===== src/rtl/decode_stage_pipe.sv =====
// decode_stage_pipe: decode stage between fetch and execute.
// Register file with write-back port, field decoder, load-use stall detection,
// two-word immediate sequencing, branch resolution with a post-branch flush
// window, and a registered ID/EX entry with valid/ready handshakes.
// Optional build macro: DEC_WB_BYPASS_EN (same-cycle write-back bypass on reads).
module decode_stage_pipe #(
    parameter int WIDTH        = 16,
    parameter int NREGS        = 8,
    parameter int PCW          = 32,
    parameter int FLUSH_CYCLES = 2,
    localparam int AW          = $clog2(NREGS)
) (
    input  logic             clk,
    input  logic             rst,
    input  logic             in_valid,
    output logic             in_ready,
    input  logic [WIDTH-1:0] instr,
    input  logic [PCW-1:0]   in_pc,
    input  logic             wb_en,
    input  logic [AW-1:0]    wb_addr,
    input  logic [WIDTH-1:0] wb_data,
    input  logic             ex_load_pending,
    input  logic [AW-1:0]    ex_load_rd,
    input  logic [2:0]       ccr,
    input  logic             ext_flush,
    output logic             out_valid,
    input  logic             out_ready,
    output logic [WIDTH-1:0] out_op1,
    output logic [WIDTH-1:0] out_op2,
    output logic [WIDTH-1:0] out_imm,
    output logic [AW-1:0]    out_rs,
    output logic [AW-1:0]    out_rd,
    output logic [4:0]       out_aluop,
    output logic             out_regwr,
    output logic             out_memr,
    output logic             out_memwr,
    output logic             out_ldm,
    output logic [PCW-1:0]   out_pc,
    output logic             branch_taken,
    output logic [PCW-1:0]   branch_target
);

    localparam int CW = (FLUSH_CYCLES < 2) ? 1 : $clog2(FLUSH_CYCLES + 1);

    typedef enum logic [1:0] {
        S_DECODE,
        S_IMM_WAIT,
        S_FLUSH
    } state_t;

    typedef struct packed {
        logic [WIDTH-1:0] op1;
        logic [WIDTH-1:0] op2;
        logic [WIDTH-1:0] imm;
        logic [AW-1:0]    rs;
        logic [AW-1:0]    rd;
        logic [4:0]       aluop;
        logic             regwr;
        logic             memr;
        logic             memwr;
        logic             ldm;
        logic [PCW-1:0]   pc;
    } entry_t;

    state_t           state_q, state_d;
    logic [CW-1:0]    cnt_q, cnt_d;
    logic             out_valid_q, out_valid_d;
    entry_t           ent_q, ent_d;
    entry_t           pend_q, pend_d;
    logic             br_taken_q, br_taken_d;
    logic [PCW-1:0]   br_target_q, br_target_d;
    logic [WIDTH-1:0] regs_q [NREGS];
    logic [WIDTH-1:0] regs_d [NREGS];

    logic [4:0]       opcode;
    logic [AW-1:0]    rs;
    logic [AW-1:0]    rd;
    logic [WIDTH-1:0] rs_val;
    logic [WIDTH-1:0] rd_val;
    logic             c_regwr, c_memr, c_memwr, c_ldm;
    logic             is_two, is_branch, br_cond;
    logic             stall;
    logic             accept;
    entry_t           dec_entry;

    assign opcode = instr[WIDTH-1 -: 5];
    assign rs     = instr[WIDTH-6 -: AW];
    assign rd     = instr[WIDTH-6-AW -: AW];

    // Register file next state: single write-back port
    always_comb begin
        regs_d = regs_q;
        if (wb_en) begin
            regs_d[wb_addr] = wb_data;
        end
    end

    // Combinational operand reads, optionally bypassing a same-cycle write-back
    always_comb begin
        rs_val = regs_q[rs];
        rd_val = regs_q[rd];
`ifdef DEC_WB_BYPASS_EN
        if (wb_en && (wb_addr == rs)) rs_val = wb_data;
        if (wb_en && (wb_addr == rd)) rd_val = wb_data;
`else
`endif
    end

    // Opcode class decode into control bits and branch condition
    always_comb begin
        c_regwr   = 1'b0;
        c_memr    = 1'b0;
        c_memwr   = 1'b0;
        c_ldm     = 1'b0;
        is_two    = 1'b0;
        is_branch = 1'b0;
        br_cond   = 1'b0;
        case (opcode[4:3])
            2'b00: c_regwr = (opcode != 5'b00000);
            2'b01: begin
                is_two  = 1'b1;
                c_regwr = 1'b1;
                c_ldm   = (opcode == 5'b01000);
            end
            2'b10: begin
                if (opcode == 5'b10000) begin
                    c_memr  = 1'b1;
                    c_regwr = 1'b1;
                end else if (opcode == 5'b10001) begin
                    c_memwr = 1'b1;
                end
            end
            default: begin
                is_branch = 1'b1;
                case (opcode[1:0])
                    2'b00:   br_cond = ccr[0];
                    2'b01:   br_cond = ccr[1];
                    2'b10:   br_cond = ccr[2];
                    default: br_cond = 1'b1;
                endcase
            end
        endcase
    end

    // Handshake: stall holds the word in fetch while a load targets rs or rd
    always_comb begin
        stall = ex_load_pending && ((ex_load_rd == rs) || (ex_load_rd == rd))
                && (state_q == S_DECODE) && in_valid;
        if (state_q == S_FLUSH) begin
            in_ready = 1'b1;
        end else begin
            in_ready = (!out_valid_q || out_ready) && !stall;
        end
        accept = in_valid && in_ready;
    end

    // Entry built from the word currently presented by fetch
    always_comb begin
        dec_entry       = '0;
        dec_entry.op1   = rs_val;
        dec_entry.op2   = rd_val;
        dec_entry.rs    = rs;
        dec_entry.rd    = rd;
        dec_entry.aluop = opcode;
        dec_entry.regwr = c_regwr;
        dec_entry.memr  = c_memr;
        dec_entry.memwr = c_memwr;
        dec_entry.ldm   = c_ldm;
        dec_entry.pc    = in_pc;
    end

    // Sequencing FSM and ID/EX next state; ext_flush overrides everything but rst
    always_comb begin
        state_d     = state_q;
        cnt_d       = cnt_q;
        ent_d       = ent_q;
        pend_d      = pend_q;
        out_valid_d = out_valid_q && !out_ready;
        br_taken_d  = 1'b0;
        br_target_d = br_target_q;
        if (ext_flush) begin
            out_valid_d = 1'b0;
            state_d     = S_DECODE;
            cnt_d       = '0;
        end else begin
            case (state_q)
                S_DECODE: begin
                    if (accept) begin
                        if (is_branch) begin
                            if (br_cond) begin
                                br_taken_d  = 1'b1;
                                br_target_d = PCW'(rd_val);
                                state_d     = S_FLUSH;
                                cnt_d       = '0;
                            end
                        end else if (is_two) begin
                            pend_d  = dec_entry;
                            state_d = S_IMM_WAIT;
                        end else begin
                            ent_d       = dec_entry;
                            out_valid_d = 1'b1;
                        end
                    end
                end
                S_IMM_WAIT: begin
                    if (accept) begin
                        ent_d       = pend_q;
                        ent_d.imm   = instr;
                        out_valid_d = 1'b1;
                        state_d     = S_DECODE;
                    end
                end
                S_FLUSH: begin
                    if (accept) begin
                        if (cnt_q == CW'(FLUSH_CYCLES - 1)) begin
                            cnt_d   = '0;
                            state_d = S_DECODE;
                        end else begin
                            cnt_d = cnt_q + CW'(1);
                        end
                    end
                end
                default: begin
                    state_d = S_DECODE;
                    cnt_d   = '0;
                end
            endcase
        end
    end

    // State, ID/EX and register file flops with synchronous reset
    always_ff @(posedge clk) begin
        if (rst) begin
            state_q     <= S_DECODE;
            cnt_q       <= '0;
            out_valid_q <= 1'b0;
            ent_q       <= '0;
            pend_q      <= '0;
            br_taken_q  <= 1'b0;
            br_target_q <= '0;
            for (int unsigned i = 0; i < NREGS; i++) begin
                regs_q[i] <= '0;
            end
        end else begin
            state_q     <= state_d;
            cnt_q       <= cnt_d;
            out_valid_q <= out_valid_d;
            ent_q       <= ent_d;
            pend_q      <= pend_d;
            br_taken_q  <= br_taken_d;
            br_target_q <= br_target_d;
            regs_q      <= regs_d;
        end
    end

    assign out_valid     = out_valid_q;
    assign out_op1       = ent_q.op1;
    assign out_op2       = ent_q.op2;
    assign out_imm       = ent_q.imm;
    assign out_rs        = ent_q.rs;
    assign out_rd        = ent_q.rd;
    assign out_aluop     = ent_q.aluop;
    assign out_regwr     = ent_q.regwr;
    assign out_memr      = ent_q.memr;
    assign out_memwr     = ent_q.memwr;
    assign out_ldm       = ent_q.ldm;
    assign out_pc        = ent_q.pc;
    assign branch_taken  = br_taken_q;
    assign branch_target = br_target_q;

endmodule

===== config.mk =====
export PLATFORM = sky130hd
export DESIGN_NAME = decode_stage_pipe
export DESIGN_NICKNAME = d
export VERILOG_FILES = /design/src/rtl/decode_stage_pipe.sv
export SDC_FILE = /design/constraint.sdc
export NUM_CORES = 1
export LEC_CHECK = 0
export CORE_AREA = 3 3 163 165
export DETAILED_ROUTE_END_ITERATION = 16
export DIE_AREA = 0 0 166 168
export PLACE_DENSITY = 0.85
export SKIP_CTS_REPAIR_TIMING = 1
export SKIP_LAST_GASP = 1
export SYNTH_ARGS = -nofsm -noshare
export SYNTH_HDL_FRONTEND = slang
export SYNTH_SLANG_ARGS = --single-unit

===== constraint.sdc =====
create_clock -name clk -period 4.3 [get_ports clk]
set_clock_uncertainty 0.05 [all_clocks]
set_input_delay 0.86 -clock clk [delete_from_list [all_inputs] [get_ports clk]]
set_output_delay 0.86 -clock clk [all_outputs]
set_load 0.05 [all_outputs]

# ---- Word level (Yosys, flattened, before mapping)
# Index checks and enable logic that the tools add are counted.
dict set report word_totals {
  elab_cells 139
  ff_bits 324
  out_inout_bits 130
  inputBits 80
}
dict set report classes {
  n_eq_ne 22
  n_addsub 1
  bitwise_logic 8
  mux 45
  reduce_logical 25
  order_cmp 4
}
# operator count
set ops {}
lappend ops {{$mux W95} 4}
lappend ops {{$pmux W95 S2} 1}
lappend ops {{$bwmux W128} 1}
lappend ops {{$bmux W16 S3} 2}
lappend ops {{$mux W16} 5}
lappend ops {{$demux W16 S3} 1}
lappend ops {{$mux W2} 12}
lappend ops {{$reduce_and A5 Y1} 3}
lappend ops {{$mux W1} 14}
lappend ops {{$ne A2 B2 Y1 const B} 7}
lappend ops {{$ge A4 B4 Y1 const B} 3}
lappend ops {{$not A3 Y4} 3}
lappend ops {{$pmux W2 S3} 2}
lappend ops {{$reduce_and A6 Y1} 2}
lappend ops {{$eq A5 B5 Y1 const B} 2}
lappend ops {{$eq A2 B1 Y1 const B} 4}
lappend ops {{$logic_and A1 B1 Y1} 7}
lappend ops {{$reduce_or A7 Y1} 1}
lappend ops {{$eq A2 B2 Y1 const B} 3}
lappend ops {{$eq A3 B3 Y1} 2}
lappend ops {{$logic_not A2 Y1} 3}
lappend ops {{$ne A3 B3 Y1 const B} 2}
lappend ops {{$pmux W1 S3} 2}
lappend ops {{$eq A5 B4 Y1 const B} 1}
lappend ops {{other kinds (11)} 18}

# ---- Longest topological paths before layout
# Gate-level depths: netlist of the first run.
dict set report logic_depth {
  ltp_word 11
  mapped_depth 9
  depth_no_buf 5
}

# ---- Worst setup path before layout of the first run
# Ideal clock, no wire load.
dict set report synth_path {
  path_kind {input -> output}
  start {input port instr[9]}
  end {output port in_ready}
  t_arrival_ns 2.377
  stages 6
  path_buffers 2
  path_slack_ns 1.013
  required_time_ns 3.390
  path_cell_list {buf_2 > xnor2_1 > nand4_2 > nand2_2 > clkbuf_1 > o22ai_1}
}
dict set report synth_via {
  elab_chain_len 8
}
# item line_no
set synth_rtl {}
lappend synth_rtl {{start: declaration} 17} ;# input logic [WIDTH-1:0] instr,
lappend synth_rtl {{$eq A3 B3 Y1} 147} ;# stall = ex_load_pending && ((ex_load_rd == rs) || (ex_load_rd == rd))
lappend synth_rtl {{$logic_or A1 B1 Y1} 147}
lappend synth_rtl {{$logic_and A1 B1 Y1} 147}
lappend synth_rtl {{$logic_and A1 B1 Y1 (2 in series)} 148} ;# && (state_q == S_DECODE) && in_valid;
lappend synth_rtl {{$logic_not A1 Y1} 152} ;# in_ready = (!out_valid_q || out_ready) && !stall;
lappend synth_rtl {{$logic_and A1 B1 Y1} 152}
lappend synth_rtl {{$mux W1} 149} ;# if (state_q == S_FLUSH) begin
lappend synth_rtl {{end: declaration} 16} ;# output logic in_ready,
# No other way between the ends.

# ---- Worst setup path in the final report of the first run
dict set report layout_path {
  start {input port in_valid}
  end {output port in_ready}
}
dict set report layout_via {
  elab_chain_len 4
}
# item line_no
set layout_rtl {}
lappend layout_rtl {{start: declaration} 15} ;# input logic in_valid,
lappend layout_rtl {{$logic_and A1 B1 Y1} 148}
lappend layout_rtl {{$logic_not A1 Y1} 152}
lappend layout_rtl {{$logic_and A1 B1 Y1} 152}
lappend layout_rtl {{$mux W1} 149}
# No other way between the ends.

==> results of run 1 <==
[per-stage QoR]
| stage | total power, mW | utilization, % | instances |
|---|---|---|---|
| 2_1_floorplan | 3.85 | - | 1763 |
| 3_3_place_gp | 4.13 | 66.1 | 2114 |
| 3_5_place_dp | 4.15 | 66.1 | 2114 |
| 4_1_cts | 6.99 | 70.5 | 2172 |
| 5_1_grt | 7.21 | 70.5 | 2172 |
| 6_report | 7.01 | 70.5 | 2172 |
[cells in the final DEF, fill, tap and decap left out, drive strengths merged, types with 5 or more instances in the layout]
cell type / count
o311a: 15
nand2b: 20
inv: 5
o21bai: 16
buf: 32
o21ai: 61
a311oi: 75
dfxtp: 324
nor2b: 7
mux4: 64
nand3: 51
nor3: 71
xnor2: 6
clkbuf: 54
clkdlybuf4s50: 189
mux2: 16
nand2: 446
a21oi: 300
conb: 16
a211oi: 7
nor2: 15
nand4: 19
[synthesized netlist by cell type (all sizes together) (2+ instances only)]
| library cell | n | area share [%] |
|---|---|---|
| xnor2 | 6 | 0.35 |
| nor4 | 4 | 0.17 |
| nor3b | 4 | 0.20 |
| or2 | 2 | 0.084 |
| nand3 | 51 | 1.8 |
| mux2i | 2 | 0.13 |
| nand2b | 20 | 0.84 |
| nor2b | 7 | 0.29 |
| o21a | 3 | 0.15 |
| o21ai | 61 | 2.1 |
| mux2 | 16 | 1.2 |
| dfxtp | 324 | 44 |
| mux4 | 64 | 9.7 |
| a21oi | 300 | 10 |
| buf | 95 | 3.9 |
| nor3 | 71 | 2.4 |
| clkbuf | 106 | 2.8 |
| or3 | 2 | 0.084 |
| nand2 | 446 | 11 |
| inv | 3 | 0.076 |
| o311a | 15 | 1.0 |
| nand4 | 19 | 0.88 |
| a311oi | 75 | 4.4 |
| a211oi | 7 | 0.35 |
| o21bai | 16 | 0.81 |
| nor2 | 15 | 0.45 |
[worst max-delay path by stage]
stage,startpoint,to,slack (ps),cells after the start
2_1_floorplan,instr[9],in_ready,1010,6
3_3_place_gp,in_valid,pend_q[41]$_SDFFE_PP0P_,820,7
3_5_place_dp,in_valid,pend_q[41]$_SDFFE_PP0P_,740,7
4_1_cts,in_valid,in_ready,930,6
5_1_grt,in_valid,in_ready,860,6
6_report,in_valid,in_ready,890,6
[critical path, delay by kind of cell]
kind                   cells  cell delay (ps)
AO/OA/AOI/OAI              1              140
buffers and inverters      2              860
AND/OR/NAND/NOR            3              630
[power by group]
part	leakage (nW)	switching (mW)	internal, mW
sequential	2.63	0.0590	3.09
clock	0.545	1.20	1.70
combinational	2.67	0.630	0.322
total	5.84	1.89	5.12
[state kept, by name, indices dropped and copies added (netlist names), 5 cells and up]
register	flops
regs_q	128
branch_target	16
out_op2	16
pend_q	79
out_op1	16
out_imm	16
out_aluop	5
out_pc	32
[routing by layer]
layer,routed length (um),up-vias,GRT usage [%]
li1,-,6327,-
met1,17300,6690,39.7
met2,21900,808,51.1
met3,4660,139,6.43
met4,1740,0,14.3
met5,0,-,0
[cell type report]
type / instances / share of cell area (%)
Clock buffer: 53 / 5.99
Inverter: 4 / 0.0846
Multi-Input combinational cell: 1234 / 42.0
Clock inverter: 5 / 0.183
Sequential cell: 324 / 36.5
Timing Repair Buffer: 222 / 12.8
Tap cell: 330 / 2.33
[logic make-up (layout without fill, tap and decap cells)]
logic type / count (synthesis) / in the layout / share of synthesized area (%)
XOR/XNOR: 7 / 7 / 0.412
AND/OR/NAND/NOR: 646 / 646 / 18.8
AO/OA/AOI/OAI: 483 / 483 / 19.3
other: 1 / 16 / 0.0252
flip-flops: 324 / 324 / 43.6
buffers and inverters: 205 / 284 / 6.82
multiplexers: 82 / 82 / 11.0
==> impl_metrics.toml, run 1 <==
[run_status]
status = "completed"

[floorplan]
die_w_um = 166
start_util_pct = 59.0
dieArea_um2 = 27900
io_pins = 210
coreArea_um2 = 25200
rows = 58
die_h_um = 168

[timing]
finalSetupViolations = 0
fin_crit_sh_pct = 79.2
tns_ps = 0
tightest_slew_ps = 1080
slew_violations = 0
holdWs_ps = 405
fmax_mhz = 294
hold_violations = 0
period_minus_slack_ps = 3410
rsz0062_at_grt = "false"
max-slew-margin-rel_pct = 27.7
layout_setup_ws_ps = 895

[route]
antenna_left = 0
drt-wirelength-per-cell_um = 21.0
firstDrtPassIters = 7
drt_iter0_drc = 1853
via_per_inst = 6.43
via_count = 14000
drcViolationCount = 0
routed_wirelength_um = 45500

[finish]
seqCellArea_um2 = 6490
finalInstanceArea_um2 = 17700
synthToLayoutAreaGrowth_pct = 19.4
fill_cells = 1878
multi_input_area_um2 = 7460
drive_gt1_share_pct = 9.99
antennaDiodeCount = 0
nets = 1900

[cts]
cts_made_buffers = 34
clockBufferDepth = 3
cts_tree = "built"
clk_pin_slew_ps = 70
htree_levels = 2
cts-root-buf = "clkbuf_16"
cts_sinks = 324
clock_latency_ps = 520

[worst_setup_path]
reg2reg_depth = 6
reg2reg_setup_slack_ps = 1390
slowest_stage = "clkdlybuf4s50_1"
required_ps = 3390
path_class = "in2out"
crit_chain = "clkdlybuf4s50_1, and4bb_4, nand4_2, nand2_2, o22ai_1, buf_12"
cp-start-kind = "input pin"
worst-path-max-fanout = 6
r2r_start = "state_q[0]$_SDFFE_PP0P_"
critical_path_arrival_ps = 2500
worstReg2RegEnd = "pend_q[17]$_SDFFE_PP0P_"
end_kind = "output port"
cpPeakStageDelay_ps = 660

[logic_synthesis]
syn_area_um2 = 14900
ys_seq_area_share_pct = 43.6
postSynthCellCount = 1748
synth-main-ff-cell = "dfxtp_1"
synth_seq_cells = 324
synth_edf_count = 0
synth-async-reset-ratio_pct = 0
synth_area_per_cell_um2 = 8.51
yosys_warnings = 0
synth.distinct_cells = 52

[placed_design]
io_buffers = 193
pre_cts_slack_ps = 736
gp_congestion = 0.895
dpl_cell_area_um2 = 16700
hpwlAfterDp_um = 27600

[power_and_ir_drop]
worst_ir_drop_vdd_mv = 0.248
p_per_area_nw_per_um2 = 395
power_leakage_nw = 5.84

[worst_hold_path]
worstHoldEndpoint = "cnt_q[1]$_SDFFE_PP0P_"
hold_start = "cnt_q[1]$_SDFFE_PP0P_"
min_path_type = "reg2reg"
whs_path_depth = 2

[global_routing]
track_usage_pct = 31.1
first_global_vias = 13400
antenna_found_initial = 0
grt_overflow = 0
grt_pass1_wl_um = 71100
grt_max_degree = 214

[flow_run]
drv_cap = 0
No activity file was read; power rests on OpenSTA's default activity.
==> inputs of run 2 (changes only) <==
- CORE_AREA: 3 3 163 165 -> 3 3 177 179
- DIE_AREA: 0 0 166 168 -> 0 0 180 182
- PLACE_DENSITY: 0.85 -> 0.76
- clock period: 4.3 -> 2.9 ns (I/O delays scaled with it)
==> run 2 against run 1 <==
  * Count of clock-buffer cells in the layout is the same
  * Combinational power grew 53%
  * Via count shrank 1.0%
  * Critical path type unchanged
  * Largest cell class unchanged
==> impl_metrics.toml, run 2 (synthesized netlist as in run 1, its figures left out) <==
[flow_run]
drv_cap = 0

[worst_setup_path]
crit_start = "instr[6]"
critical_path_arrival_ps = 2170
reg2reg_depth = 5
critPathCapture = "in_ready"
end_kind = "output port"
cp-start-kind = "input pin"
r2r_start = "state_q[1]$_SDFFE_PP0P_"
worst-path-max-fanout = 4
path_class = "in2out"
required_ps = 2270
reg2reg_setup_slack_ps = 710
worstReg2RegEnd = "pend_q[37]$_SDFFE_PP0P_"

[cts]
clockBufferDepth = 3
htree_levels = 2
cts_made_buffers = 35
clock_latency_ps = 520
cts-root-buf = "clkbuf_16"
cts_sinks = 324
cts_tree = "built"
clk_pin_slew_ps = 60

[global_routing]
antenna_found_initial = 1
first_global_vias = 13000
track_usage_pct = 26.4
grt_overflow = 0
grt_pass1_wl_um = 70900
grt_max_degree = 99

[finish]
largest-register = "regs_q"
final_cell_mix = "444 x nand2_1, 323 x dfxtp_1, 300 x a21oi_1, 189 x clkdlybuf4s50_1, 75 x a311oi_1"
nets = 1937
drive_gt1_share_pct = 11.5
synthToLayoutAreaGrowth_pct = 22.4
largest_reg_flops = 128
layout_commonest_cell = "nand2_1"

[floorplan]
io_pins = 210
rows = 63
coreArea_um2 = 29700
die_w_um = 180
die_h_um = 182
dieArea_um2 = 32800
start_util_pct = 50.0

[timing]
hold_violations = 0
max-slew-margin-rel_pct = 59.6
period_minus_slack_ps = 2800
fin_crit_sh_pct = 96.5
fmax_mhz = 357
rsz0062_at_grt = "false"
slew_violations = 0
holdWs_ps = 383
finalSetupViolations = 0
tns_ps = 0
tightest_slew_ps = 604

[placed_design]
hpwlAfterDp_um = 28400
gp_congestion = 0.869
io_buffers = 193

[route]
drcViolationCount = 0
drt_iter0_drc = 1540
firstDrtPassIters = 5
via_count = 13800
drt-wirelength-per-cell_um = 20.2
antenna_left = 0
routed_wirelength_um = 45900
via_per_inst = 6.09

[power_and_ir_drop]
p_per_area_nw_per_um2 = 571
p_sw_share_pct = 27.1
p_int_mw = 7.57
pwr-share-comb_pct = 14.1
worst_ir_drop_vdd_mv = 0.369
power_leakage_nw = 6.05
pwr-share-clk_pct = 40.9
pwr-share-seq_pct = 45.0
power_switching_mw = 2.81

[run_status]
status = "completed"

[worst_hold_path]
min_path_type = "reg2reg"
## run 2: metrics by stage
stage | instance area [um2] | util [%] | power [mW] | std cells | setup slack, ps
2_1_floorplan | 14900 | - | 5.71 | 1763 | 173
3_3_place_gp | 17100 | 57.6 | 6.19 | 2210 | 110
3_5_place_dp | 17100 | 57.6 | 6.22 | 2210 | 111
4_1_cts | 18200 | 61.2 | 10.4 | 2269 | 49.4
5_1_grt | 18200 | 61.3 | 10.7 | 2270 | 47.4
6_report | 18200 | 61.3 | 10.4 | 2270 | 101
## run 2: layout make-up
| cell class | instances | area (um2) |
|---|---|---|
| clock buffers | 53 | 1030 |
| flip-flops and latches | 324 | 6490 |
| clock inverters | 6 | 45.0 |
| inverters | 4 | 15.0 |
| repair buffers | 258 | 2670 |
| well taps | 390 | 488 |
| diodes | 1 | 2.50 |
| multi-input cells | 1234 | 7460 |
| fillers | 2517 | 11500 |
## run 2: how the worst min path moves through the flow
stage | end | depth (start not counted) | startpoint | slack, ps
final | cnt_q[1]$_SDFFE_PP0P_ | 2 | cnt_q[1]$_SDFFE_PP0P_ | 380
after global placement | cnt_q[1]$_SDFFE_PP0P_ | 2 | cnt_q[1]$_SDFFE_PP0P_ | 370
after floorplan | cnt_q[1]$_SDFFE_PP0P_ | 2 | cnt_q[1]$_SDFFE_PP0P_ | 360
after CTS | out_imm[5]$_SDFFE_PP0P_ | 3 | instr[5] | 380
after global routing | cnt_q[1]$_SDFFE_PP0P_ | 2 | cnt_q[1]$_SDFFE_PP0P_ | 410
after detailed placement | cnt_q[1]$_SDFFE_PP0P_ | 2 | cnt_q[1]$_SDFFE_PP0P_ | 370
## run 2: worst max-delay path: stages
cell and delay [ps]:
clkdlybuf4s50_1 680, xnor2_1 150, nand4_2 170, nand2_2 80
o22ai_1 320, buf_12 190
## run 2: layer usage
| layer | track usage [%] | routed length [um] | vias up |
|---|---|---|---|
| met5 | 0 | 0 | - |
| met4 | 9.13 | 1340 | 0 |
| met3 | 5.39 | 4520 | 112 |
| met2 | 42.6 | 21600 | 703 |
| met1 | 35.6 | 18500 | 6626 |
| li1 | - | - | 6380 |
## run 2: power groups by stage
| stage | registers, mW | logic [mW] | clock network [mW] |
|---|---|---|---|
| floorplan | 4.99 | 0.721 | 0 |
| global placement | 4.76 | 1.43 | 0 |
| detailed placement | 4.77 | 1.45 | 0 |
| CTS | 4.67 | 1.45 | 4.28 |
| global route | 4.69 | 1.55 | 4.46 |
| finish | 4.67 | 1.46 | 4.25 |
==> inputs of run 3 (changes only) <==
- CORE_AREA: 3 3 177 179 -> 2 2 176 178
- DIE_AREA: 0 0 180 182 -> 0 0 178 180
- GPL_ROUTABILITY_DRIVEN: not set -> 0
==> run 3 against run 2 <==
  * The flow now finishes with violations (negative setup slack)
  * Global-route usage grew 0.97 points
  * Combinational power hardly changed
  * Non-clock buffer count grew 2
  * Via count fell by 0.14%
  * Power up 1.2%
  * Register-to-register slack about the same
  * Count of clock-buffer cells in the layout is 4 lower
  * Sequential cell count stayed put
  * Sequential power barely moved
  * Cell count increased by 0.18%
  * Fmax fell by 4.0%
  * Hold slack better by 4.4 ps
  * Critical path type unchanged
  * Critical endpoint unchanged
==> impl_metrics.toml, run 3 (synthesized netlist as in run 1, its figures left out) <==
[finish]
fill_cells = 2553
layout_commonest_cell = "nand2_1"
nets = 1939
finalInstanceArea_um2 = 18200
largest-register = "regs_q"
largest_reg_flops = 128
synthToLayoutAreaGrowth_pct = 22.6
drive_gt1_share_pct = 11.7
antennaDiodeCount = 0
final_cell_mix = "444 x nand2_1, 324 x dfxtp_1, 300 x a21oi_1, 189 x clkdlybuf4s50_1, 75 x a311oi_1"

[power_and_ir_drop]
worst_ir_drop_vdd_mv = 0.380
power_leakage_nw = 6.06
p_per_area_nw_per_um2 = 577
power_mw = 10.5

[route]
antenna_left = 0
via_per_inst = 6.07
via_count = 13800
drcViolationCount = 0
drt-wirelength-per-cell_um = 19.9
routed_wirelength_um = 45200
drt_iter0_drc = 1587
firstDrtPassIters = 8

[worst_setup_path]
reg2reg_depth = 7
end_kind = "output port"
reg2reg_setup_slack_ps = 700
cp-start-kind = "input pin"
critical_path_arrival_ps = 2290
path_class = "in2out"
worstReg2RegEnd = "out_pc[5]$_SDFFE_PP0P_"
critPathCapture = "in_ready"
crit_start = "instr[6]"
worst-path-max-fanout = 4
required_ps = 2270
r2r_start = "state_q[1]$_SDFFE_PP0P_"

[placed_design]
pre_cts_slack_ps = 69.5
dpl_cell_area_um2 = 17100
hpwlAfterDp_um = 28200
io_buffers = 193

[timing]
hold_violations = 0
fin_crit_sh_pct = 101
fmax_mhz = 343
slew_violations = 0
tightest_slew_ps = 587
max-slew-margin-rel_pct = 60.8
layout_setup_ws_ps = -16.2
finalSetupViolations = 1
rsz0062_at_grt = "false"
holdWs_ps = 388
period_minus_slack_ps = 2920

[floorplan]
start_util_pct = 49.2
coreArea_um2 = 30200
rows = 64
dieArea_um2 = 32000
die_w_um = 178
io_pins = 210
die_h_um = 180

[global_routing]
antenna_found_initial = 1
first_global_vias = 13100
grt_max_degree = 102
grt_overflow = 0
track_usage_pct = 27.4
grt_pass1_wl_um = 70600

[cts]
cts-root-buf = "clkbuf_16"
cts_tree = "built"
cts_made_buffers = 35
clock_latency_ps = 520
clockBufferDepth = 3
cts_sinks = 324
clk_pin_slew_ps = 60
htree_levels = 2

[flow_run]
drv_cap = 0

[run_status]
status = "finished with violations"
violations = "negative setup slack"

[worst_hold_path]
min_path_type = "reg2reg"
-- run 3: cell count changes in the layout (fill, tap and decap cells not counted), sizes merged --
cell,change
buf,+2
clkinv,-4
diode,-1
clkbuf,-4
inv,+3
bufinv,+2
-- run 3: metal layers --
metal  share of wire (%)  global-route usage, %  routed length [um]
met1                  40                   36.4               18000
met2                  47                   43.6               21200
met3                 9.4                   4.91                4230
met4                 3.9                   11.8                1770
met5               0.035                      0                  16
-- run 3: final cells by class --
cell class                 count  area, um2  area share, %
clock buffer                  49       1010           5.53
clock inverter                 7        100          0.549
inverter                       4       15.0         0.0824
multi-input combinational   1234       7460           40.9
sequential                   324       6490           35.6
tap                          396        495           2.72
timing repair buffer         260       2660           14.6
-- run 3: metrics by stage --
stage	setup TNS [ps]	std cells	utilization, %
after floorplan	0	1763	-
after global placement	0	2218	56.7
final	-16.2	2274	60.4
after detailed placement	0	2218	56.7
after CTS	0	2274	60.4
after global routing	0	2274	60.4
-- run 3: worst max-delay path, stage by stage --
cell and delay [ps]:
clkdlybuf4s50_1 580, xnor2_1 210, buf_4 140, nand4_2 150, nand2_2 100, o22ai_1 320
buf_12 190
-- run 3: worst min path at each step --
stage	from	endpoint	slack, ps	cells after the start
floorplan	cnt_q[1]$_SDFFE_PP0P_	cnt_q[1]$_SDFFE_PP0P_	360	2
global placement	cnt_q[1]$_SDFFE_PP0P_	cnt_q[1]$_SDFFE_PP0P_	370	2
detailed placement	cnt_q[1]$_SDFFE_PP0P_	cnt_q[1]$_SDFFE_PP0P_	380	2
CTS	cnt_q[1]$_SDFFE_PP0P_	cnt_q[1]$_SDFFE_PP0P_	390	2
global route	regs_q[81]$_SDFFE_PP0P_	regs_q[81]$_SDFFE_PP0P_	430	2
finish	cnt_q[1]$_SDFFE_PP0P_	cnt_q[1]$_SDFFE_PP0P_	390	2
-- run 3: where the power goes --
group          switching (mW)  total (mW)  internal (mW)
sequential             0.0841        4.67           4.59
clock                    1.78        4.37           2.60
combinational           0.938        1.46          0.524
total                    2.80        10.5           7.71
